$ cat config.mk
export PLATFORM = sky130hd
export DESIGN_NAME = workout_sequencer
export DESIGN_NICKNAME = d
export VERILOG_FILES = /design/src/rtl/workout_sequencer.sv
export SDC_FILE = /design/constraint.sdc
export NUM_CORES = 1
export LEC_CHECK = 0
export BUFFER_PORTS_ARGS = -buffer_cell sky130_fd_sc_hd__buf_4
export CORE_AREA = 2 2 67 116
export DETAILED_ROUTE_END_ITERATION = 7
export DIE_AREA = 0 0 69 118
export MAX_ROUTING_LAYER = met4
export PLACE_DENSITY_LB_ADDON = 0.05
export SETUP_SLACK_MARGIN = 0.1
export SLEW_MARGIN = 15
export SYNTH_ARGS = -nofsm -noshare
export SYNTH_HDL_FRONTEND = slang
export SYNTH_SLANG_ARGS = --single-unit
$ cat constraint.sdc
create_clock -name clk_40MHz -period 3.5 [get_ports clk_40MHz]
set_clock_uncertainty 0.15 [all_clocks]
set_input_delay 0.175 -clock clk_40MHz [delete_from_list [all_inputs] [get_ports clk_40MHz]]
set_output_delay 0.175 -clock clk_40MHz [all_outputs]
set_load 0.01 [all_outputs]
$ cat src/rtl/workout_sequencer.sv
// Workout phase controller: runs IDLE -> WORK -> REST -> ... -> DONE on an internal
// 1 Hz prescaler and emits one-cycle buzzer events on every phase entry.
//
// state | meaning
// IDLE  | waiting for start; prescaler held at 0, exercise number 0
// WORK  | exercise in progress, counting down WORK_SEC
// REST  | pause between exercises, counting down REST_SEC
// DONE  | workout finished, held for DONE_SEC before returning to IDLE
module workout_sequencer #(
  parameter int CLK_HZ          = 40_000_000,
  parameter bit SIM_SPEEDUP     = 1'b0,
  parameter int SIM_TICK_CYCLES = 100,
  parameter int WORK_SEC        = 30,
  parameter int REST_SEC        = 10,
  parameter int DONE_SEC        = 5
) (
  input  logic       clk_40MHz,
  input  logic       system_reset_n,
  input  logic       start_pulse,
  input  logic       skip_pulse,
  input  logic [8:0] total_exercises,
  output logic [1:0] workout_state,
  output logic [8:0] current_exercise_num,
  output logic [6:0] countdown_seconds,
  output logic       tick_1hz,
  output logic       buzz_evt,
  output logic [1:0] buzz_kind
);

  localparam int PRESCALE = SIM_SPEEDUP ? SIM_TICK_CYCLES : CLK_HZ;
  localparam int CNT_W    = (PRESCALE > 1) ? $clog2(PRESCALE) : 1;
  localparam logic [CNT_W-1:0] CNT_LAST = CNT_W'(PRESCALE - 1);
  localparam logic [6:0] WORK_LEN = 7'(WORK_SEC);
  localparam logic [6:0] REST_LEN = 7'(REST_SEC);
  localparam logic [6:0] DONE_LEN = 7'(DONE_SEC);

  typedef enum logic [1:0] {
    ST_IDLE = 2'b00,
    ST_WORK = 2'b01,
    ST_REST = 2'b10,
    ST_DONE = 2'b11
  } state_e;

  state_e           state_q, state_d;
  logic [8:0]       num_q, num_d;
  logic [8:0]       total_q, total_d;
  logic [6:0]       sec_q, sec_d;
  logic [CNT_W-1:0] cnt_q, cnt_d;
  logic             tick_q, tick_d;
  logic             buzz_q, buzz_d;
  logic [1:0]       kind_q, kind_d;
  logic [6:0]       cd_q, cd_d;
  logic             entry;
  logic             sec_last;

  assign sec_last = (sec_q == 7'd1);

  always_ff @(posedge clk_40MHz or negedge system_reset_n) begin
    if (!system_reset_n) begin
      state_q <= ST_IDLE;
      num_q   <= '0;
      total_q <= '0;
      sec_q   <= '0;
      cnt_q   <= '0;
      tick_q  <= 1'b0;
      buzz_q  <= 1'b0;
      kind_q  <= '0;
      cd_q    <= '0;
    end else begin
      state_q <= state_d;
      num_q   <= num_d;
      total_q <= total_d;
      sec_q   <= sec_d;
      cnt_q   <= cnt_d;
      tick_q  <= tick_d;
      buzz_q  <= buzz_d;
      kind_q  <= kind_d;
      cd_q    <= cd_d;
    end
  end

  // tick_q mirrors "prescaler at P-1" for the current cycle, so it doubles as the FSM tick
  always_comb begin
    state_d = state_q;
    num_d   = num_q;
    total_d = total_q;
    sec_d   = sec_q;
    entry   = 1'b0;
    case (state_q)
      ST_IDLE: begin
        if (start_pulse && (total_exercises != 9'd0)) begin
          total_d = total_exercises;
          num_d   = 9'd1;
          sec_d   = WORK_LEN;
          state_d = ST_WORK;
          entry   = 1'b1;
        end
      end
      ST_WORK: begin
        if (skip_pulse) begin
          entry = 1'b1;
          if (num_q == total_q) begin
            state_d = ST_DONE;
            sec_d   = DONE_LEN;
          end else begin
            num_d = num_q + 9'd1;
            sec_d = WORK_LEN;
          end
        end else if (tick_q) begin
          if (sec_last) begin
            entry = 1'b1;
            if (num_q == total_q) begin
              state_d = ST_DONE;
              sec_d   = DONE_LEN;
            end else begin
              state_d = ST_REST;
              sec_d   = REST_LEN;
            end
          end else begin
            sec_d = sec_q - 7'd1;
          end
        end
      end
      ST_REST: begin
        if (skip_pulse || (tick_q && sec_last)) begin
          state_d = ST_WORK;
          num_d   = num_q + 9'd1;
          sec_d   = WORK_LEN;
          entry   = 1'b1;
        end else if (tick_q) begin
          sec_d = sec_q - 7'd1;
        end
      end
      ST_DONE: begin
        if (start_pulse || (tick_q && sec_last)) begin
          state_d = ST_IDLE;
          num_d   = 9'd0;
          sec_d   = 7'd0;
        end else if (tick_q) begin
          sec_d = sec_q - 7'd1;
        end
      end
      default: state_d = ST_IDLE;
    endcase
  end

  always_comb begin
    cnt_d = '0;
    if (!entry && (state_d != ST_IDLE)) begin
      cnt_d = (cnt_q == CNT_LAST) ? '0 : cnt_q + CNT_W'(1);
    end
    tick_d = (state_d != ST_IDLE) && (cnt_d == CNT_LAST);
    buzz_d = entry;
    kind_d = entry ? state_d : 2'b00;
    cd_d   = ((state_d == ST_WORK) || (state_d == ST_REST)) ? sec_d : 7'd0;
  end

  assign workout_state        = state_q;
  assign current_exercise_num = num_q;
  assign countdown_seconds    = cd_q;
  assign tick_1hz             = tick_q;
  assign buzz_evt             = buzz_q;
  assign buzz_kind            = kind_q;

endmodule

# After elaboration in Yosys (flattened, before gate mapping)
# Cells that the tools add are included.
# word_totals
ff_bits,64
in_bits,13
# op_classes
n_eq_ne,14
reduce_logical,13
mux,35
n_addsub,3
# op_table
cell,count
7-bit 2-to-1 mux,8
26-bit equality test (second input constant),2
26-bit 2-to-1 mux,2
9-bit 2-to-1 mux,5
9-bit one-hot mux with 4 select lines,1
7-bit one-hot mux with 4 select lines,1
26-bit by 1-bit adder with 26-bit output (second input constant),1
2-bit 2-to-1 mux,8
2-bit != test (second input constant),5
9-bit by 1-bit adder with 9-bit output (second input constant),1
9-bit equality test,1
9-bit nonzero test,1
2-bit one-hot mux with 4 select lines,1
7-bit by 1-bit equality test with 1-bit output (second input constant),1
7-bit by 1-bit subtractor with 7-bit output (second input constant),1
2-bit equality test (second input constant),3
1-bit 2-to-1 mux,6
5-bit 2-to-1 mux,1
5-bit AND reduction,1
2-bit by 1-bit equality test with 1-bit output (second input constant),2
1-bit logical AND,4
4-bit 2-to-1 mux,1
1-bit logical OR,3
1-bit one-hot mux with 3 select lines,1
4 further kinds,4

# Depth between registers and ports, before layout
# Gate-level depths: netlist of the first run.
# logic_depth
depth_word,11
depth_mapped,15
mapped_depth_nobuf,14

# Least setup slack after synthesis of the first run
# OpenSTA, ideal clock, no wires.
# synth_timing
path_type,reg2reg
startpoint,reg sec_q[2]
endpoint,reg tick_q (netlist: tick_1hz)
stages_incl_launch_ff,14
setup_ps,96
t_arrival_ps,3378
path_buffers,1
setup_slack_ps,-124
cell_sequence,dfrtp_1 or4_1 clkbuf_1 o21ai_0 nand2_1 o21ai_0 nor3_1 or2_2 ha_1 inv_1 o31ai_1 or2_1 or4_1 nor4_2
# synth_via
elab_chain_cells,10
# synth_lines
item,line_no,source
start: declaration,47,"logic [6:0] sec_q, sec_d;"
start signal: assignment,63,sec_q <= '0;
start signal: assignment,73,sec_q <= sec_d;
7-bit by 1-bit equality test with 1-bit output *,56,assign sec_last = (sec_q == 7'd1);
"2-bit 2-to-1 mux, or another cell as far along",110,if (sec_last) begin
"2-bit 2-to-1 mux, or another cell as far along",109,end else if (tick_q) begin
"2-bit 2-to-1 mux, or another cell as far along",100,if (skip_pulse) begin
2-bit one-hot mux with 4 select lines / 1-bit one-hot mux with 3 select lines (equally long branches),89,case (state_q)
2-bit nonzero test / 1-bit logical NOT (equally long branches),"149, 152",
1-bit logical AND,149,if (!entry && (state_d != ST_IDLE)) begin
26-bit 2-to-1 mux,149,
26-bit equality test,152,tick_d = (state_d != ST_IDLE) && (cnt_d == CNT_LAST);
1-bit logical AND *,152,
named net tick_d,49,"logic tick_q, tick_d;"
end signal: assignment,75,tick_q <= tick_d;
end: declaration,49,
# The timed path passes the listed nets; every way through them passes the cells marked *.
# A chain may end at the register's enable or synchronous reset.

# Worst setup path after layout of the first run
# layout_timing
startpoint,reg sec_q[3]
endpoint,reg tick_q (netlist: tick_1hz)
# The elaborated chain is that of the path after synthesis.

==> flow_summary.yaml, run 1 <==
grt:
  grt_pass1_vias: 3578
  grt_antenna_before_repair: 0
  overflow: 0
  grt_pass1_wl_um: 16950
  grt.total_usage_pct: 26.98
  grt_max_degree: 65
critical_path:
  arrival_ns: 3.39
  cp-start-kind: "flip-flop"
  max_stage_delay_ns: 0.56
  path_delay_family: "simple AND/OR/NAND/NOR gates"
  cp-end-kind: "flip-flop"
  critPathKind: "reg -> reg"
  reg2regPathDepth: 12
  crit_fanout: 4
  cp_cell_sequence: "or4_4, o21ai_4, nand2_2, o21ai_2, nor3_1, or2_2, ha_2, inv_1, o31ai_1, or2_1, or4_4, nor4_2"
  cp.required_ns: 3.58
  crit_buf_inv: 1
  cp_slowest_cell: "or4_4"
  cp.depth: 12
  r2r_start: "sec_q[3]$_DFF_PN0_"
  ff2ff_setup_slack_ns: 0.20
  worst_r2r_endpoint: "tick_1hz$_DFF_PN0_"
  path_common_cell: "or4_4"
final_layout:
  final_cell_mix: "dfrtp_1 (64), buf_4 (63), nor2_1 (44), o21ai_0 (25), nand2_1 (24)"
  syn2layout_area_growth_pct: 26.00
  drive_gt1_share_pct: 23.28
  diodes: 0
  final_nets: 499
  layout_commonest_cell: "dfrtp_1"
  fill_cells: 597
timing:
  drv_slew: 0
  worstMarginPinSlew_ns: 0.8105
  slew_headroom_pct: 45.97
  setup_viol: 0
  setup-tns-final_ns: 0
  hold_violations: 0
  fmax_mhz: 302.9
  finalCriticalPeriod_ns: 3.301
  rsz0062_at_grt: "true"
  period_share_pct: 94.32
synth:
  synth_area_per_cell_um2: 9.423
  synth_area_um2: 3797
  seq_area_frac_synth_pct: 42.17
  synth_flop_cell: "dfrtp_1"
  postSynth.asyncResetShare_pct: 100.0
  ys.warnings.count: 0
  synthCells: 403
  synth.top_cell.area_share_pct: 42.17
  synth.largest_area_cell: "dfrtp_1"
  yosys_register_bits: 64
  synth_edf_count: 0
  synth_area_leaders: "dfrtp_1 (42%), xor2_1 (5.1%), nor2_1 (4.3%), o21ai_0 (3.6%), ha_1 (3.3%)"
  synthesis.nets: 426
  synth.distinct_cells: 62
drt:
  via_per_inst: 5.986
  wl_met3_um: 338
  vias: 3394
  wire_per_inst_um: 17.80
  dr_wl_met2_um: 5573
  ant_nets: 0
  highest_layer: "met4"
  drtIter0Drc: 260
  drt_wl_total_um: 10090
  wl_met1_um: 3712
  drt_pass1_iterations: 4
  drc_errors: 0
place:
  dp_hpwl_um: 7429
  place_congestion: 0.9396
  portBuffers: 34
floorplan:
  core_um2: 7182
  die_area_um2: 8142
  pin_count: 35
  std_cell_rows: 41
  start_util_pct: 52.87
  die_x_um: 69
  dieHeight_um: 118
clocking:
  clk_latency_ns: 0.33
  cts.sinks: 64
  tritoncts: "yes"
  cts_root_buf: "clkbuf_16"
  cts_buffers: 9
  htreeDepth: 3
  clock_path_buffers: 2
  clk_pin_slew_ns: 0.06
power_and_ir_drop:
  ir_worst_vdd_mv: 0.4261
  leakage_nw: 2.112
  finalPower_mw: 3.331
  power_density_nw_per_um2: 696.2
status:
  status: "finished clean"
run:
  cap_violations: 0
min_path:
  min_path_type: "in -> reg"
  min_to: "sec_q[0]$_DFF_PN0_"
  worstHoldPathCells: 3
  worstHoldStart: "skip_pulse"
## flip-flops by register name (all words and copies together), names as in the netlist
register,cells
buzz_evt,1
buzz_kind,2
cnt_q,26
countdown_seconds,7
current_exercise_num,9
sec_q,7
tick_1hz,1
total_q,9
workout_state,2
## how the worst max path moves through the flow
stage,slack [ns],from,endpoint
global placement,0.18,sec_q[2]$_DFF_PN0_,tick_1hz$_DFF_PN0_
detailed placement,0.1,sec_q[2]$_DFF_PN0_,tick_1hz$_DFF_PN0_
floorplan,0.10,sec_q[2]$_DFF_PN0_,tick_1hz$_DFF_PN0_
global route,0.05,sec_q[3]$_DFF_PN0_,tick_1hz$_DFF_PN0_
CTS,0.14,sec_q[2]$_DFF_PN0_,tick_1hz$_DFF_PN0_
finish,0.20,sec_q[3]$_DFF_PN0_,tick_1hz$_DFF_PN0_
## synthesized netlist by cell type (all sizes together), types with 4 or more instances
cell type	n
nor4	8
o41ai	7
mux2	10
a31oi	6
nand4	7
nor2	45
or4	5
o21ai	27
xnor2	10
dfrtp	64
ha	10
nor3	13
xor2	22
or2	4
and2	9
nor3b	4
nand2b	6
a21oi	11
nor4b	5
and3	10
inv	16
nand3	16
or3	4
nand2	25
clkbuf	9
## stage by stage
step | utilization [%] | area, µm² | setup slack, ns | hold slack [ns] | std cells
after floorplan | - | 3827 | 0.1034 | -0.2706 | 403
after global placement | 60.42 | 4339 | 0.1808 | 0.1640 | 539
after detailed placement | 60.42 | 4339 | 0.09605 | 0.1719 | 539
after CTS | 66.10 | 4747 | 0.1388 | 0.1512 | 565
after global routing | 66.62 | 4785 | 0.04989 | 0.1595 | 567
final | 66.62 | 4785 | 0.1990 | 0.1649 | 567
## timing repair
item | CTS | global route
endpoints found under the setup margin | 1 | 1
buffers inserted | 0 | 2
hold endpoints to repair | 73 | 0
hold buffers | 10 | 0
pin swaps | 0 | 5
resized for setup | 2 | 5
gates cloned | 0 | 0
## metal layers
metal | vias up | track usage, %
li1 | 1625 | -
met1 | 1650 | 27.05
met2 | 82 | 47.18
met3 | 37 | 5.479
met4 | 0 | 16.42
met5 | - | -
## tightest hold or removal path, stage by stage
cell and delay, ns:
buf_4 0.14, o22ai_1 0.11, a31o_2 0.18
## where the power goes
group	switching, mW	internal (mW)
clock network	0.312	0.587
registers	0.103	0.892
logic	0.826	0.612
total	1.24	2.09
## area by class of cell
type,instances,area [µm²],area share (%)
Tap cell,86,107.6,2.249
Multi-Input combinational cell,312,2142,44.77
Clock buffer,13,260.3,5.439
Timing Repair Buffer,73,573.1,11.98
Sequential cell,64,1602,33.47
Inverter,16,60.06,1.255
Clock inverter,3,40.04,0.8368
## cell families after synthesis
family | share of synthesized area (%)
and+or+nand+nor | 26.10
AOI/OAI and AO/OA | 15.35
DFF | 42.17
xor gates and xnor gates | 7.380
buffers and inverters | 2.735
muxes | 2.965
adders and majority gates | 3.295
No activity file was read; power rests on OpenSTA's default activity.
==> inputs of run 2 (changes only) <==
PLACE_DENSITY = 0.78   (was unset)
PLACE_DENSITY_LB_ADDON = unset   (was 0.05)
SKIP_CTS_REPAIR_TIMING = 1   (was unset)
==> run 2 against run 1 <==
Against the previous run:
- final cell count is 0.53% lower
- global-route usage fell by 0.60 points
- total power grew 6.2%
- maximum frequency fell by 2.8%
- critical path depth is the same
- sequential share of layout area fell by 0.17 points
- sequential cell count stayed put
- non-clock buffer count decreased by 2
- clock power up 7.7%
- via count grew 4.1%
- first-iteration DRC count fell by 9.6%
- combinational power up 9%
==> flow_summary.yaml, run 2 (synthesis results as in run 1) <==
final_layout:
  drive_gt1_share_pct: 24.06
  regArea_um2: 1602
  layout_commonest_cell: "dfrtp_1"
  diodes: 0
  final_cell_mix: "dfrtp_1 (64), buf_4 (61), nor2_1 (44), o21ai_0 (25), nand2_1 (24)"
  syn2layout_area_growth_pct: 26.62
  largest-register: "cnt_q"
  fill_cells: 561
  final_cell_area_um2: 4808
  multi_input_area_um2: 2161
  final_nets: 497
  largest_register_ffs: 26
critical_path:
  crit_buf_inv: 1
  path_common_cell: "nor4_2"
  cp-start-kind: "flip-flop"
  cp-end-kind: "flip-flop"
  max_stage_delay_ns: 0.52
  cp.required_ns: 3.59
  cp_cell_sequence: "xor2_1, nor4_2, nand3_2, o21ai_4, nor3_2, or2_4, ha_2, inv_2, o31ai_1, or2_1, or4_4, nor4_2"
  path_delay_family: "simple AND/OR/NAND/NOR gates"
  critPathKind: "reg -> reg"
  cp_slowest_cell: "or4_4"
  arrival_ns: 3.48
  crit_fanout: 4
drt:
  ant_nets: 0
  wire_per_inst_um: 18.98
  drt_wl_total_um: 10710
  drt_pass1_iterations: 4
  via_per_inst: 6.262
  vias: 3532
  drtIter0Drc: 235
  drc_errors: 0
run:
  cap_violations: 0
grt:
  grt_antenna_before_repair: 0
  overflow: 0
  grt_pass1_wl_um: 16540
  grt.total_usage_pct: 26.38
  grt_max_degree: 65
  grt_pass1_vias: 3497
power_and_ir_drop:
  ir_worst_vdd_mv: 0.3570
  power_density_nw_per_um2: 735.9
  leakage_nw: 2.105
timing:
  drv_slew: 0
  whs_ns: 0.2053
  finalCriticalPeriod_ns: 3.397
  slew_headroom_pct: 46.64
  worstMarginPinSlew_ns: 0.8004
  period_share_pct: 97.06
  fmax_mhz: 294.4
  setup_viol: 0
  hold_violations: 0
floorplan:
  pin_count: 35
  core_um2: 7182
  die_x_um: 69
  start_util_pct: 52.87
  die_area_um2: 8142
  std_cell_rows: 41
  dieHeight_um: 118
clocking:
  cts_root_buf: "clkbuf_16"
  cts_buffers: 9
  clk_pin_slew_ns: 0.06
  cts.sinks: 64
  clk_latency_ns: 0.34
  htreeDepth: 3
  clock_path_buffers: 2
  tritoncts: "yes"
place:
  dp_hpwl_um: 7230
  portBuffers: 34
  place_congestion: 0.9267
  place_area_um2: 4309
min_path:
  min_path_type: "in -> reg"
status:
  status: "finished clean"
run 2: final cells by class:
class | instances | area share [%]
clock buffers | 10 | 4.970
clock inverters | 5 | 1.691
inverters | 16 | 1.249
multi-input cells | 312 | 44.94
flip-flops and latches | 64 | 33.31
well taps | 86 | 2.238
repair buffers | 71 | 11.61
run 2: through the flow:
stage	cells	setup slack [ns]	TNS, ns	power, mW	utilization [%]
floorplan	403	0.1034	0	1.870	-
global placement	535	0.2032	0	2.366	60.00
detailed placement	535	0.1344	0	2.411	60.00
CTS	550	0.07329	0	3.402	64.46
global route	564	-0.01556	-0.01556	3.725	66.95
finish	564	0.1030	0	3.539	66.95
run 2: per-layer routing:
metal | GRT usage [%] | routed length [µm] | share of wire [%]
met2 | 47.00 | 5867 | 55
met5 | - | 0 | 0
met1 | 25.56 | 3781 | 35
met3 | 4.110 | 372 | 3.5
met4 | 18.01 | 684 | 6.4
run 2: tightest hold or removal path, delay by kind of cell:
family | cells | cell delay (ns)
buffers and inverters | 2 | 0.30
AOI/OAI and AO/OA | 2 | 0.17
run 2: power by group:
part	switching [mW]	internal [mW]
clock	0.330	0.638
combinational	0.910	0.658
sequential	0.111	0.892
total	1.35	2.19
run 2: final timing paths:
check | from | to | slack [ns] | depth (start not counted)
worst max-delay path | total_q[3]$_DFFE_PN0P_ | tick_1hz$_DFF_PN0_ | 0.10 | 12
worst min-delay path | start_pulse | buzz_evt$_DFF_PN0_ | 0.21 | 4
worst max register to register | total_q[3]$_DFFE_PN0P_ | tick_1hz$_DFF_PN0_ | 0.10 | 12
worst min register to register | cnt_q[0]$_DFF_PN0_ | cnt_q[0]$_DFF_PN0_ | 0.37 | 1
max in group asynchronous | system_reset_n | cnt_q[24]$_DFF_PN0_ | 2.35 | 2
min in group asynchronous | system_reset_n | sec_q[1]$_DFF_PN0_ | 0.31 | 2
==> inputs of run 3 (changes only) <==
CORE_AREA = 5 5 70 119   (was 2 2 67 116)
DIE_AREA = 0 0 75 124   (was 0 0 69 118)
==> run 3 against run 2 <==
Against the previous run:
- global-route usage down 2.0 points
- worst setup slack better by 0.091 ns
- critical path depth unchanged
- final cell count up 0.18%
- non-clock buffer count unchanged
- count of clock-buffer cells in the layout down 1
- die area up 14%
- first-iteration DRC count up 5.5%
- core utilization down 0.27 points
- sequential share of layout area down 0.10 points
- via count down 1.9%
==> flow_summary.yaml, run 3 (synthesis results as in run 1) <==
critical_path:
  crit_fanout: 3
  critPathKind: "reg -> reg"
  crit_buf_inv: 1
  arrival_ns: 3.40
  max_stage_delay_ns: 0.59
  cp_slowest_cell: "or4_4"
  cp-start-kind: "flip-flop"
  path_delay_family: "simple AND/OR/NAND/NOR gates"
  cp-end-kind: "flip-flop"
  cp.required_ns: 3.60
  cp_cell_sequence: "or4_4, o21ai_4, nand2_2, o21ai_4, nor3_2, or2_2, ha_2, inv_2, o31ai_2, or2_1, or4_4, nor4_2"
final_layout:
  final_cell_mix: "dfrtp_1 (64), buf_4 (61), nor2_1 (44), o21ai_0 (25), nand2_1 (24)"
  drive_gt1_share_pct: 24.43
  syn2layout_area_growth_pct: 27.02
  stdcell_count: 565
  diodes: 0
  largest-register: "cnt_q"
  final_nets: 497
  layout_commonest_cell: "dfrtp_1"
  final_core_util_pct: 66.68
  largest_register_ffs: 26
drt:
  ant_nets: 0
  drt_wl_total_um: 10270
  via_per_inst: 6.133
  drc_errors: 0
  wire_per_inst_um: 18.17
  drtIter0Drc: 248
  vias: 3465
  drt_pass1_iterations: 5
timing:
  finalCriticalPeriod_ns: 3.306
  whs_ns: 0.1502
  setup-tns-final_ns: 0
  period_share_pct: 94.47
  hold_violations: 0
  worstMarginPinSlew_ns: 0.7974
  drv_slew: 0
  setup_viol: 0
  rsz0062_at_grt: "false"
  fmax_mhz: 302.4
  slew_headroom_pct: 46.84
power_and_ir_drop:
  leakage_nw: 2.111
  ir_worst_vdd_mv: 0.3452
  power_density_nw_per_um2: 725.2
place:
  portBuffers: 34
  placedCellCount: 535
  place_congestion: 1.007
  dp_hpwl_um: 7448
status:
  status: "finished clean"
clocking:
  htreeDepth: 3
  clk_latency_ns: 0.34
  clk_pin_slew_ns: 0.06
  cts_buffers: 9
  tritoncts: "yes"
  clock_path_buffers: 2
  cts_root_buf: "clkbuf_16"
  cts.sinks: 64
floorplan:
  core_um2: 7233
  die_x_um: 75
  start_util_pct: 52.50
  dieHeight_um: 124
  pin_count: 35
  std_cell_rows: 41
  die_area_um2: 9300
grt:
  grt_pass1_vias: 3474
  grt.total_usage_pct: 24.42
  overflow: 0
  grt_antenna_before_repair: 0
  grt_pass1_wl_um: 16590
  grt_max_degree: 65
run:
  cap_violations: 0
min_path:
  min_path_type: "in -> reg"
[run 3: cell type report]
| class | count | area [µm²] |
|---|---|---|
| Fill cell | 555 | 2410 |
| Multi-Input combinational cell | 312 | 2168 |
| Sequential cell | 64 | 1602 |
| Timing Repair Buffer | 71 | 558.0 |
| Clock buffer | 9 | 225.2 |
| Tap cell | 86 | 107.6 |
| Clock inverter | 7 | 102.6 |
| Inverter | 16 | 60.06 |
[run 3: worst reg2reg max path: stages (launching register included)]
cell and delay (ns):
dfrtp_1 0.41, or4_4 0.59, o21ai_4 0.22, nand2_2 0.11, o21ai_4 0.17, nor3_2 0.07
or2_2 0.30, ha_2 0.19, inv_2 0.06, o31ai_2 0.06, or2_1 0.25, or4_4 0.51
nor4_2 0.13
[run 3: worst paths after layout]
kind / start / end / slack (ns) / cells after the start
setup reg to reg: sec_q[3]$_DFF_PN0_ / tick_1hz$_DFF_PN0_ / 0.19 / 12
hold reg to reg: total_q[8]$_DFFE_PN0P_ / total_q[8]$_DFFE_PN0P_ / 0.38 / 1
setup / recovery: sec_q[3]$_DFF_PN0_ / tick_1hz$_DFF_PN0_ / 0.19 / 12
hold / removal: start_pulse / buzz_evt$_DFF_PN0_ / 0.15 / 4
max in group asynchronous: system_reset_n / cnt_q[20]$_DFF_PN0_ / 2.36 / 2
min in group asynchronous: system_reset_n / total_q[0]$_DFFE_PN0P_ / 0.32 / 2
[run 3: per-stage QoR]
step | setup slack [ns] | total power, mW | area, µm²
after global routing | 0.09187 | 3.720 | 4823
after detailed placement | 0.1067 | 2.394 | 4309
after floorplan | 0.1034 | 1.870 | 3827
after CTS | 0.02911 | 3.395 | 4637
after global placement | 0.1830 | 2.353 | 4309
final | 0.1936 | 3.498 | 4823
[run 3: power by group]
group | switching, mW | leakage [nW] | internal, mW | total, mW
Sequential | 0.113 | 0.848 | 0.891 | 1.00
Combinational | 0.872 | 1.11 | 0.647 | 1.52
Clock | 0.345 | 0.157 | 0.630 | 0.975
Total | 1.33 | 2.11 | 2.17 | 3.50
[run 3: per-layer routing]
metal / vias up / part of all wire (%) / track usage (%)
li1: 1618 / - / -
met1: 1687 / 36 / 24.90
met2: 112 / 55 / 42.90
met3: 48 / 3.9 / 4.362
met4: 0 / 5.3 / 13.36
met5: - / 0 / -
